## src/rtl/abuf_load_ctrl_pkg.sv

```systemverilog
`default_nettype none
// ============================================================================
// Module      : abuf_load_ctrl_pkg
// Description : Shared types for the accumulation/bias buffer load sequencer.
//               Loader transfer types, sequencer state encoding and the
//               lowest-set-bit helper used to walk the phase enables.
// Revision    : 1.0 - initial release
// ============================================================================
package abuf_load_ctrl_pkg;

    // Loader conf_trans_type values; bit i of the command phase enables
    // selects trans_type i.
    typedef enum logic [1:0] {
        TT_ABUF_DATA = 2'd0,
        TT_ABUF_TAIL = 2'd1,
        TT_BBUF_DATA = 2'd2,
        TT_BBUF_TAIL = 2'd3
    } trans_type_e;

    typedef enum logic [2:0] {
        ST_IDLE  = 3'd0,
        ST_SEL   = 3'd1,
        ST_START = 3'd2,
        ST_REQ   = 3'd3,
        ST_RECV  = 3'd4,
        ST_DRAIN = 3'd5,
        ST_DONE  = 3'd6
    } state_e;

    // Index of the lowest set bit; only meaningful when bits != 0.
    function automatic logic [1:0] lowest_set(input logic [3:0] bits);
        logic [1:0] idx;
        idx = 2'd0;
        if (bits[0])      idx = 2'd0;
        else if (bits[1]) idx = 2'd1;
        else if (bits[2]) idx = 2'd2;
        else if (bits[3]) idx = 2'd3;
        return idx;
    endfunction

endpackage
`default_nettype wire

```

## src/rtl/abuf_load_ctrl.sv

```systemverilog
`default_nettype none
// ============================================================================
// Module      : abuf_load_ctrl
// Description : Per-layer sequencer for the accum/bias buffer loader. Latches
//               a load command, walks the enabled phases (lowest bit first),
//               and for each phase starts the loader, issues one DDR read
//               burst, counts returned beats and waits for the loader's
//               write pipeline to drain. Pulses done when all phases finish.
// Ports       : clk/rst            - clock, synchronous active-high reset
//               cmd_*              - load command handshake and fields
//               rd_req_*           - DDR read burst request
//               ddr_valid/ready    - DDR beat handshake (shared with loader)
//               ld_*               - loader configuration and start pulse
//               busy/done          - status
// Revision    : 1.0 - initial release
// ============================================================================
module abuf_load_ctrl
    import abuf_load_ctrl_pkg::*;
#(
    parameter int PE_NUM     = 32,
    parameter int DDR_AW     = 32,
    parameter int DDR_W      = 512,
    parameter int BEAT_BYTES = DDR_W / 8,
    parameter int DRAIN_CYC  = 2
) (
    input  logic              clk,
    input  logic              rst,
    input  logic              cmd_valid,
    output logic              cmd_ready,
    input  logic [3:0]        cmd_phase_en,
    input  logic [DDR_AW-1:0] cmd_ddr_addr,
    input  logic [7:0]        cmd_num,
    input  logic [PE_NUM-1:0] cmd_mask,
    output logic              rd_req_valid,
    input  logic              rd_req_ready,
    output logic [DDR_AW-1:0] rd_req_addr,
    output logic [7:0]        rd_req_len,
    input  logic              ddr_valid,
    output logic              ddr_ready,
    output logic              ld_start,
    output logic [1:0]        ld_trans_type,
    output logic [7:0]        ld_trans_num,
    output logic [PE_NUM-1:0] ld_mask,
    output logic              busy,
    output logic              done
);

    localparam int                DRAIN_W = (DRAIN_CYC > 1) ? $clog2(DRAIN_CYC) : 1;
    localparam logic [DDR_AW-1:0] STRIDE  = DDR_AW'(BEAT_BYTES);

    state_e               state;
    state_e               state_nxt;
    logic [3:0]           phase_rem;
    logic [DDR_AW-1:0]    addr;
    logic [7:0]           num;
    logic [PE_NUM-1:0]    mask;
    logic [7:0]           beat_cnt;
    logic [DRAIN_W-1:0]   drain_cnt;
    logic [1:0]           pick;
    logic                 sel_go;
    logic                 beat;
    logic                 last_beat;
    logic                 drain_last;

    assign pick       = lowest_set(phase_rem);
    assign sel_go     = (phase_rem != 4'd0) && (num != 8'd0);
    assign beat       = (state == ST_RECV) && ddr_valid;
    // Counter only ever reaches num-1 inside RECV, so the burst can never
    // be over-counted: the beat that hits num leaves RECV.
    assign last_beat  = beat && ((beat_cnt + 8'd1) == num);
    assign drain_last = (drain_cnt == DRAIN_W'(DRAIN_CYC - 1));

    assign rd_req_addr = addr;
    assign rd_req_len  = num;

    always_ff @(posedge clk) begin
        if (rst) state <= ST_IDLE;
        else     state <= state_nxt;
    end

    always_comb begin
        state_nxt    = state;
        cmd_ready    = 1'b0;
        rd_req_valid = 1'b0;
        ddr_ready    = 1'b0;
        ld_start     = 1'b0;
        done         = 1'b0;
        busy         = (state != ST_IDLE);
        case (state)
            ST_IDLE: begin
                cmd_ready = !rst;
                if (cmd_valid) state_nxt = ST_SEL;
            end
            ST_SEL: begin
                state_nxt = sel_go ? ST_START : ST_DONE;
            end
            ST_START: begin
                ld_start  = 1'b1;
                state_nxt = ST_REQ;
            end
            ST_REQ: begin
                rd_req_valid = 1'b1;
                if (rd_req_ready) state_nxt = ST_RECV;
            end
            ST_RECV: begin
                ddr_ready = 1'b1;
                if (last_beat) state_nxt = ST_DRAIN;
            end
            ST_DRAIN: begin
                if (drain_last) state_nxt = ST_SEL;
            end
            ST_DONE: begin
                done      = 1'b1;
                state_nxt = ST_IDLE;
            end
            default: state_nxt = ST_IDLE;
        endcase
    end

    always_ff @(posedge clk) begin
        if (rst) begin
            phase_rem     <= 4'd0;
            addr          <= '0;
            num           <= 8'd0;
            mask          <= '0;
            beat_cnt      <= 8'd0;
            drain_cnt     <= '0;
            ld_trans_type <= 2'd0;
            ld_trans_num  <= 8'd0;
            ld_mask       <= '0;
        end else begin
            if (state == ST_IDLE && cmd_valid) begin
                phase_rem <= cmd_phase_en;
                addr      <= cmd_ddr_addr;
                num       <= cmd_num;
                mask      <= cmd_mask;
            end
            // Loader config is captured only when a phase is committed, so
            // it holds from START through DRAIN and keeps its value in IDLE.
            if (state == ST_SEL && sel_go) begin
                phase_rem     <= phase_rem & ~(4'b0001 << pick);
                ld_trans_type <= pick;
                ld_trans_num  <= num;
                ld_mask       <= mask;
            end
            if (beat) begin
                beat_cnt <= last_beat ? 8'd0 : beat_cnt + 8'd1;
            end
            if (last_beat) begin
                addr <= addr + DDR_AW'(num) * STRIDE;
            end
            if (state == ST_DRAIN) begin
                drain_cnt <= drain_last ? '0 : drain_cnt + DRAIN_W'(1);
            end
        end
    end

endmodule
`default_nettype wire

```

## config.mk

```make
export PLATFORM = sky130hd
export DESIGN_NAME = abuf_load_ctrl
export DESIGN_NICKNAME = d
export VERILOG_FILES = /design/src/rtl/abuf_load_ctrl_pkg.sv /design/src/rtl/abuf_load_ctrl.sv
export SDC_FILE = /design/constraint.sdc
export NUM_CORES = 1
export LEC_CHECK = 0
export CORE_UTILIZATION = 40
export DETAILED_ROUTE_END_ITERATION = 7
export PLACE_DENSITY = 0.68
export SYNTH_ARGS = -nofsm -noshare
export SYNTH_HDL_FRONTEND = slang
export SYNTH_SLANG_ARGS = --single-unit
```

## constraint.sdc

```tcl
create_clock -name clk -period 8.2 [get_ports clk]
set_input_delay 2.46 -clock clk [delete_from_list [all_inputs] [get_ports clk]]
set_output_delay 2.46 -clock clk [all_outputs]
set_load 0.01 [all_outputs]
```

# Word-level counts from Yosys, hierarchy flattened
# Cells that the tools add are included.
# totals
reg_bits	130
in_bits	81
# op_classes
add_sub_neg	3
n_eq_ne	11
n_shift	1
n_mux	21
bitwise_logic	2
reduce_logical	13
# op_table
cell	n
$mux W32	2
$add A32 B14 Y32	1
$pmux W3 S6	1
$mux W3	5
$eq A3 B3 Y1 const B	3
$add A8 B1 Y8 const B	1
$eq A8 B8 Y1	1
$mux W2	4
$mux W4	2
$mux W8	1
$ne A2 B2 Y1 const B	4
$reduce_bool A8 Y1	1
$eq A3 B2 Y1 const B	2
$mux W1	6
$logic_and A1 B1 Y1	5
$and A4 B4 Y4	1
$not A4 Y4	1
$reduce_and A4 Y1	1
$reduce_bool A2 Y1	2
$reduce_bool A4 Y1	1
$shl A1 B2 Y4 const A	1
$eq A3 B1 Y1 const B	1
$logic_not A3 Y1	1
$reduce_bool A3 Y1	1
other kinds (2)	2

# Depth between registers and ports, before layout
# Gate-level depths: netlist (run 1).
# logic_depth
depth_word	8
depth_mapped	11
ltp_nobuf	8

# Worst setup path after synthesis (run 1)
# OpenSTA, ideal clock, no wires.
# synth_path
kind	input -> output
from	input rst
to	output cmd_ready
arrival_ps	3351
required_ps	5740
slack_ps	2389
cell_stages	4
path_buffers	3
path_cell_list	clkbuf_1 -> clkbuf_1 -> clkbuf_1 -> nor2_1
# synth_between
elab_chain_cells	2
# synth_lines
element	line_no	rtl
start, declared	abuf_load_ctrl.sv:27	input logic rst,
$logic_not A1 Y1	abuf_load_ctrl.sv:91	cmd_ready = !rst;
$mux W1	abuf_load_ctrl.sv:89	case (state)
end, declared	abuf_load_ctrl.sv:29	output logic cmd_ready,
# Every way passes these cells.

# Final worst setup path (run 1)
# Same ends and word-level chain as after synthesis.

==> results of run 1 <==
-- flip-flops by register name, indices dropped and copies added, names as in the netlist --
name and cells:
ld_mask 32, mask 32, rd_req_addr 32, beat_cnt 8
ld_trans_num 8, rd_req_len 8, phase_rem 4, state 3
ld_trans_type 2, drain_cnt 1
-- area by class of cell --
class                           instances  area, sq um  area share [%]
Timing Repair Buffer                  174         1720            21.2
Clock inverter                         12          159            1.95
Clock buffer                           19          443            5.45
Multi-Input combinational cell        548         2940            36.1
Tap cell                              180          225            2.77
Inverter                               10         37.5           0.462
Sequential cell                       130         2600            32.0
-- stage by stage --
stage,std cells,utilization (%),setup slack (ns),power (mW)
final,1073,58.1,2.21,1.87
after global routing,1073,58.1,2.16,1.96
after CTS,1073,58.1,2.21,1.89
after detailed placement,1042,53.8,2.20,1.12
after global placement,1042,53.8,2.20,1.11
after floorplan,745,-,2.39,0.950
-- logic make-up (layout without fill, tap and decap cells) --
| kind of cell | count (synthesis) | in the layout | synth area share (%) |
|---|---|---|---|
| mux | 1 | 1 | 0.173 |
| compound gates | 181 | 181 | 18.8 |
| xor+xnor | 16 | 16 | 2.42 |
| flops | 130 | 130 | 44.9 |
| fa+ha+maj | 10 | 10 | 2.29 |
| simple gates | 340 | 340 | 26.8 |
| buf+inv | 67 | 215 | 4.73 |
-- report_power, final --
group / total (mW) / internal [mW] / switching (mW)
logic: 0.363 / 0.165 / 0.198
registers: 0.744 / 0.686 / 0.0575
clock network: 0.767 / 0.486 / 0.282
total: 1.87 / 1.34 / 0.537
-- worst reg2reg max path, delay by kind of cell (launching register included) --
| kind | cells | cell delay, ns |
|---|---|---|
| and+or+nand+nor | 4 | 1.74 |
| adders and majority gates | 1 | 0.35 |
| AOI/OAI and AO/OA | 2 | 0.37 |
| DFF | 1 | 0.41 |
-- layout by cell type (no fill, tap or decap), types with 10 or more instances in the layout --
cell                              instances
sky130_fd_sc_hd__clkbuf_16               17
sky130_fd_sc_hd__nor2_1                  25
sky130_fd_sc_hd__o311ai_0                10
sky130_fd_sc_hd__nand2_1                215
sky130_fd_sc_hd__inv_1                   10
sky130_fd_sc_hd__nor4_1                  10
sky130_fd_sc_hd__clkdlybuf4s50_1        167
sky130_fd_sc_hd__dfxtp_1                130
sky130_fd_sc_hd__o21ai_0                 11
sky130_fd_sc_hd__a21oi_1                103
sky130_fd_sc_hd__nand3_1                 24
sky130_fd_sc_hd__a31oi_1                 21
sky130_fd_sc_hd__and3_1                  11
sky130_fd_sc_hd__or4_1                   13
-- path summary, 6_finish.rpt --
path,slack (ns),cells past startpoint,end
setup / recovery,2.21,3,cmd_ready
hold / removal,0.45,2,ld_mask[24]
setup reg to reg,5.24,7,rd_req_addr[19]
hold reg to reg,0.45,2,ld_mask[24]
-- layer usage --
layer	GRT usage, %	wire length, um	vias to the layer above
met5	0	0	-
met4	7.55	257	0
met3	6.32	1080	17
met2	38.0	8170	182
met1	29.6	7500	2748
li1	-	-	2871
==> Flow_metrics.wiki, run 1 <==
{| class="wikitable"
! Metric !! Value
|-
| CP endpoint kind || primary output
|-
| Number of DRC markers in iteration 0 || 527
|-
| Longest individual stage delay on the worst path || 0.50 ns
|-
| Count of hold-fix buffers inserted at cts || 0
|-
| Share of synthesized area occupied by flip-flops and latches || 44.9%
|-
| Data required time of the worst path || 5.74 ns
|-
| Drt wl/cell || 15.8 um
|-
| Max Clock Skew || 0.00652 ns
|-
| Worst hold margin || 0.451 ns
|-
| Hold Vio Cnt, Final || 0
|-
| Overall via count from detail_route || 5818
|-
| First-pass detailed-route iteration total || 5
|-
| Number of synthesized flops with an enable pin || 0
|-
| Startpoint type of the worst setup path || input pin
|-
| Synth area leaders || sky130_fd_sc_hd__dfxtp_1 45%, sky130_fd_sc_hd__nand2_1 14%, sky130_fd_sc_hd__a21oi_1 8.9%
|-
| Max frequency || 167 MHz
|-
| Launch instance of the worst min-delay path || mask[24]
|-
| Number of slew-limit violations in the final report || 0
|-
| Clock sinks || 130
|-
| Distinct cell type count after synthesis || 58
|-
| Gpl congestion || 0.812
|-
| Buf+Inv Stages, Crit Path || 2
|-
| Largest net degree at the start of global routing || 86
|-
| Setup Buffers After CTS || 0
|-
| DRC || 0
|-
| Layout cell share with drive strength beyond 1 || 5.82%
|-
| Resized cells post-CTS || 0
|-
| Die Width || 122 um
|-
| Post-synthesis to final-layout area growth || 40.2%
|-
| Final global-route overflow total || 0
|-
| Max VDD drop || 172 uV
|-
| Setup repair after global routing missed its margin || no
|-
| Diode insertion count for antenna repair || 0
|-
| Post-layout min period || 5.99 ns
|-
| Timing startpoint of the critical path || rst
|-
| Post-route setup TNS || 0 ns
|-
| Maximum count of clock buffers along a single path || 2
|-
| Floorplan die area || 15000 sq um
|-
| Total wire length || 17000 um
|-
| Total number of placement rows || 43
|-
| Number of synthesis warnings || 0
|-
| I/O Buffers || 168
|-
| Most frequent cell after synthesis || sky130_fd_sc_hd__nand2_1
|-
| Instance count of the mapped netlist || 745
|-
| Portion of the clock cycle consumed by the worst path in the final layout || 73.1%
|-
| Worst slew slack as a fraction of its limit || 36.2%
|-
| CP Data Arrival Time || 3.53 ns
|-
| Seq cells post-synth || 130
|-
| Detailed-placement wirelength estimate || 11000 um
|-
| Crit path cell chain || buf_4 -> nor2_1 -> clkdlybuf4s50_1
|-
| Clock root buffer master || sky130_fd_sc_hd__clkbuf_16
|-
| Most instantiated flip-flop cell in the synthesis netlist || sky130_fd_sc_hd__dfxtp_1
|-
| Floorplan core area || 14000 sq um
|-
| Leakage power || 2.84 nW
|-
| Power per unit of standard cell area || 230 nW/um^2
|-
| Actual slew at the worst max-slew pin || 0.948 ns
|-
| Starting Density || 41.4%
|-
| Type of the worst setup path || input pin to primary output
|-
| Crit Reg-Reg Startpoint || beat_cnt[0]
|-
| Share of the synthesized area in the top cell type || 44.9%
|-
| Number of CTS-inserted buffers || 17
|-
| Cell type contributing the most total cell area after synthesis || sky130_fd_sc_hd__dfxtp_1
|-
| Async S/R FF share, synth || 0%
|-
| Clock latency on the worst-skew pair || 0.41 ns
|-
| Number of global-route vias before repair || 5480
|-
| Status || finished, final reports clean
|-
| Count of nets left with antenna violations after detail routing || 0
|-
| Number of H-tree levels || 4
|-
| Final Instance Area || 8130 sq um
|-
| GRT Util Overall || 23.3%
|-
| Number of fillers in the final layout || 1276
|-
| Final setup violation count || 0
|-
| Wire length of the first global-routing pass || 27200 um
|-
| CP top delay family || buffers and inverters
|-
| Path category of the worst min-delay check || flip-flop to flip-flop
|-
| Most frequent cells after synthesis || 216 x sky130_fd_sc_hd__nand2_1, 130 x sky130_fd_sc_hd__dfxtp_1, 103 x sky130_fd_sc_hd__a21oi_1
|-
| Net total in the final layout || 972
|-
| Die Ht || 122 um
|-
| Mean post-synth cell area || 7.78 sq um
|-
| Worst path slowest cell || sky130_fd_sc_hd__clkdlybuf4s50_1
|-
| Area of the mapped netlist || 5800 sq um
|-
| Number of vias per cell || 5.42
|-
| CTS tree || yes
|-
| Total I/O pin count || 169
|-
| Clock transition at path regs || 0.05 ns
|-
| Highest fanout seen on the critical path || 50
|-
| Total nets after synthesis || 836
|-
| Max-capacitance violation count || 0
|-
| Initial antenna violation count || 0
|-
| Post-place instance area || 7530 sq um
|}
No activity file was read; power rests on OpenSTA's default activity.
==> run 2, diff against run 1 <==
==> constraint.sdc (replaced) <==
create_clock -name clk -period 5.9 [get_ports clk]
set_input_delay 1.77 -clock clk [delete_from_list [all_inputs] [get_ports clk]]
set_output_delay 1.77 -clock clk [all_outputs]
set_load 0.01 [all_outputs]
==> Flow_metrics.wiki, run 2 (synthesis gave the netlist of run 1 again) <==
{| class="wikitable"
! Metric !! Value
|-
| Status || finished, final reports clean (unchanged)
|-
| Max frequency || 219 MHz
|-
| Endpoint of the lowest-slack register-to-register path || rd_req_addr[19] (unchanged)
|-
| Number of global-route vias before repair || 5377 (was 5480)
|-
| CP Data Arrival Time || 2.80 ns (was 3.53 ns)
|-
| Leading cell types in the layout, fill and taps excluded || 215 x sky130_fd_sc_hd__nand2_1, 167 x sky130_fd_sc_hd__clkdlybuf4s50_1, 130 x sky130_fd_sc_hd__dfxtp_1 (unchanged)
|-
| Portion of the clock cycle consumed by the worst path in the final layout || 77.4%
|-
| Total wire length || 16900 um (was 17000 um)
|-
| I/O Buffers || 168 (unchanged)
|-
| Data required time of the worst path || 4.13 ns (was 5.74 ns)
|-
| Power per unit of standard cell area || 312 nW/um^2 (was 230 nW/um^2)
|-
| GRT Util Overall || 22.9% (was 23.3%)
|-
| Resized cells post-CTS || 0 (unchanged)
|-
| Total number of placement rows || 43 (unchanged)
|-
| Largest net degree at the start of global routing || 90 (was 86)
|-
| Launch instance of the worst min-delay path || mask[12] (was mask[24])
|-
| Maximum count of clock buffers along a single path || 2 (unchanged)
|-
| Hold Vio Cnt, Final || 0 (unchanged)
|-
| Number of CTS-inserted buffers || 17 (unchanged)
|-
| Gpl congestion || 0.824 (was 0.812)
|-
| Type of the worst setup path || input pin to primary output (unchanged)
|-
| Number of DRC markers in iteration 0 || 472 (was 527)
|-
| Worst slew slack as a fraction of its limit || 36.6% (was 36.2%)
|-
| Die Width || 122 um (unchanged)
|-
| Number of vias per cell || 5.45 (was 5.42)
|-
| Final setup violation count || 0 (unchanged)
|-
| Number of slew-limit violations in the final report || 0 (unchanged)
|-
| Pre-CTS worst setup slack || 1.32 ns (was 2.20 ns)
|-
| Drt wl/cell || 15.7 um (was 15.8 um)
|-
| CTS tree || yes (unchanged)
|-
| Count of hold-fix buffers inserted at cts || 0 (unchanged)
|-
| Worst hold margin || 0.446 ns (was 0.451 ns)
|-
| Post-layout min period || 4.57 ns
|-
| Number of H-tree levels || 4 (unchanged)
|-
| Wire length of the first global-routing pass || 26700 um (was 27200 um)
|-
| Leakage power || 2.82 nW (was 2.84 nW)
|-
| Overall via count from detail_route || 5850 (was 5818)
|-
| Floorplan die area || 15000 sq um (unchanged)
|-
| Post-route setup TNS || 0 ns (unchanged)
|-
| Path category of the worst min-delay check || flip-flop to flip-flop (unchanged)
|-
| Max Clock Skew || 0.00847 ns (was 0.00652 ns)
|-
| Min-Delay Path Depth || 2 (unchanged)
|-
| Worst reg2reg setup slack || 2.93 ns (was 5.24 ns)
|-
| Layout cell share with drive strength beyond 1 || 5.93% (was 5.82%)
|-
| Clock root buffer master || sky130_fd_sc_hd__clkbuf_16 (unchanged)
|-
| First-pass detailed-route iteration total || 5 (unchanged)
|-
| Detailed-placement wirelength estimate || 11300 um (was 11000 um)
|-
| Leading cell type in the layout, fill and taps excluded || sky130_fd_sc_hd__nand2_1 (unchanged)
|-
| Worst R2R Path Depth || 7 (unchanged)
|-
| Crit Reg-Reg Startpoint || beat_cnt[0] (unchanged)
|-
| Clock sinks || 130 (unchanged)
|-
| Total I/O pin count || 169 (unchanged)
|-
| Initial antenna violation count || 0 (unchanged)
|-
| Highest fanout seen on the critical path || 46 (was 50)
|-
| Final global-route overflow total || 0 (unchanged)
|-
| Setup Buffers After CTS || 0 (unchanged)
|-
| PnR worst setup slack || 1.33 ns (was 2.21 ns)
|-
| Max VDD drop || 243 uV (was 172 uV)
|-
| Count of nets left with antenna violations after detail routing || 0 (unchanged)
|-
| Worst-case hold path end point || ld_mask[12] (was ld_mask[24])
|-
| Actual slew at the worst max-slew pin || 0.952 ns (was 0.948 ns)
|-
| DRC || 0 (unchanged)
|-
| Clock transition at path regs || 0.06 ns (was 0.05 ns)
|-
| Die Ht || 122 um (unchanged)
|-
| Diode insertion count for antenna repair || 0 (unchanged)
|-
| Clock latency on the worst-skew pair || 0.41 ns (about the same)
|-
| Post-synthesis to final-layout area growth || 39.5% (was 40.2%)
|-
| Startpoint type of the worst setup path || input pin (unchanged)
|-
| Max-capacitance violation count || 0 (unchanged)
|-
| Starting Density || 41.4% (unchanged)
|-
| Net total in the final layout || 972 (unchanged)
|-
| CP endpoint kind || primary output (unchanged)
|-
| Setup repair after global routing missed its margin || no (unchanged)
|-
| Floorplan core area || 14000 sq um (unchanged)
|}
## run 2: changes by cell type in the layout (fill, tap and decap cells not counted)
| cell | delta |
|---|---|
| sky130_fd_sc_hd__clkbuf_8 | -1 |
| sky130_fd_sc_hd__bufinv_16 | -2 |
| sky130_fd_sc_hd__inv_6 | +3 |
| sky130_fd_sc_hd__clkinvlp_4 | +3 |
| sky130_fd_sc_hd__clkinv_4 | -2 |
## run 2: area by class of cell
type,count,area (sq um)
repair buffers,174,1720
multi-input cells,548,2940
clock inverters,14,130
flip-flops and latches,130,2600
well taps,180,225
fillers,1292,5900
clock buffers,18,429
inverters,10,37.5
## run 2: power by group
group          switching, mW  leakage (nW)  internal [mW]
clock                  0.405         0.260          0.583
sequential            0.0795          1.06          0.953
combinational          0.274          1.50          0.230
## run 2: worst max-delay path by stage
| stage | startpoint | to | slack [ns] | cells past startpoint |
|---|---|---|---|---|
| after floorplan | rst | cmd_ready | 1.47 | 4 |
| after global placement | rst | cmd_ready | 1.32 | 3 |
| after detailed placement | rst | cmd_ready | 1.32 | 3 |
| after CTS | rst | cmd_ready | 1.32 | 3 |
| after global routing | rst | cmd_ready | 1.26 | 3 |
| final | rst | cmd_ready | 1.33 | 3 |
## run 2: critical path, stage by stage
cell and delay, ns:
sky130_fd_sc_hd__buf_4 0.42, sky130_fd_sc_hd__nor2_1 0.10, sky130_fd_sc_hd__clkdlybuf4s50_1 0.50
## run 2: metrics by stage
| stage | util (%) | instance area [sq um] | instances | power, mW |
|---|---|---|---|---|
| after floorplan | - | 5800 | 745 | 1.32 |
| after global placement | 53.8 | 7530 | 1042 | 1.54 |
| after detailed placement | 53.8 | 7530 | 1042 | 1.55 |
| after CTS | 57.8 | 8090 | 1074 | 2.54 |
| after global routing | 57.8 | 8090 | 1074 | 2.65 |
| final | 57.8 | 8090 | 1074 | 2.52 |
## run 2: metal layers
layer  global-route usage (%)  vias up  wire length [um]
li1                         -     2888                 -
met1                     29.8     2751              7380
met2                     36.4      186              8070
met3                     5.81       25              1090
met4                     8.23        0               366
met5                        0        -                 0
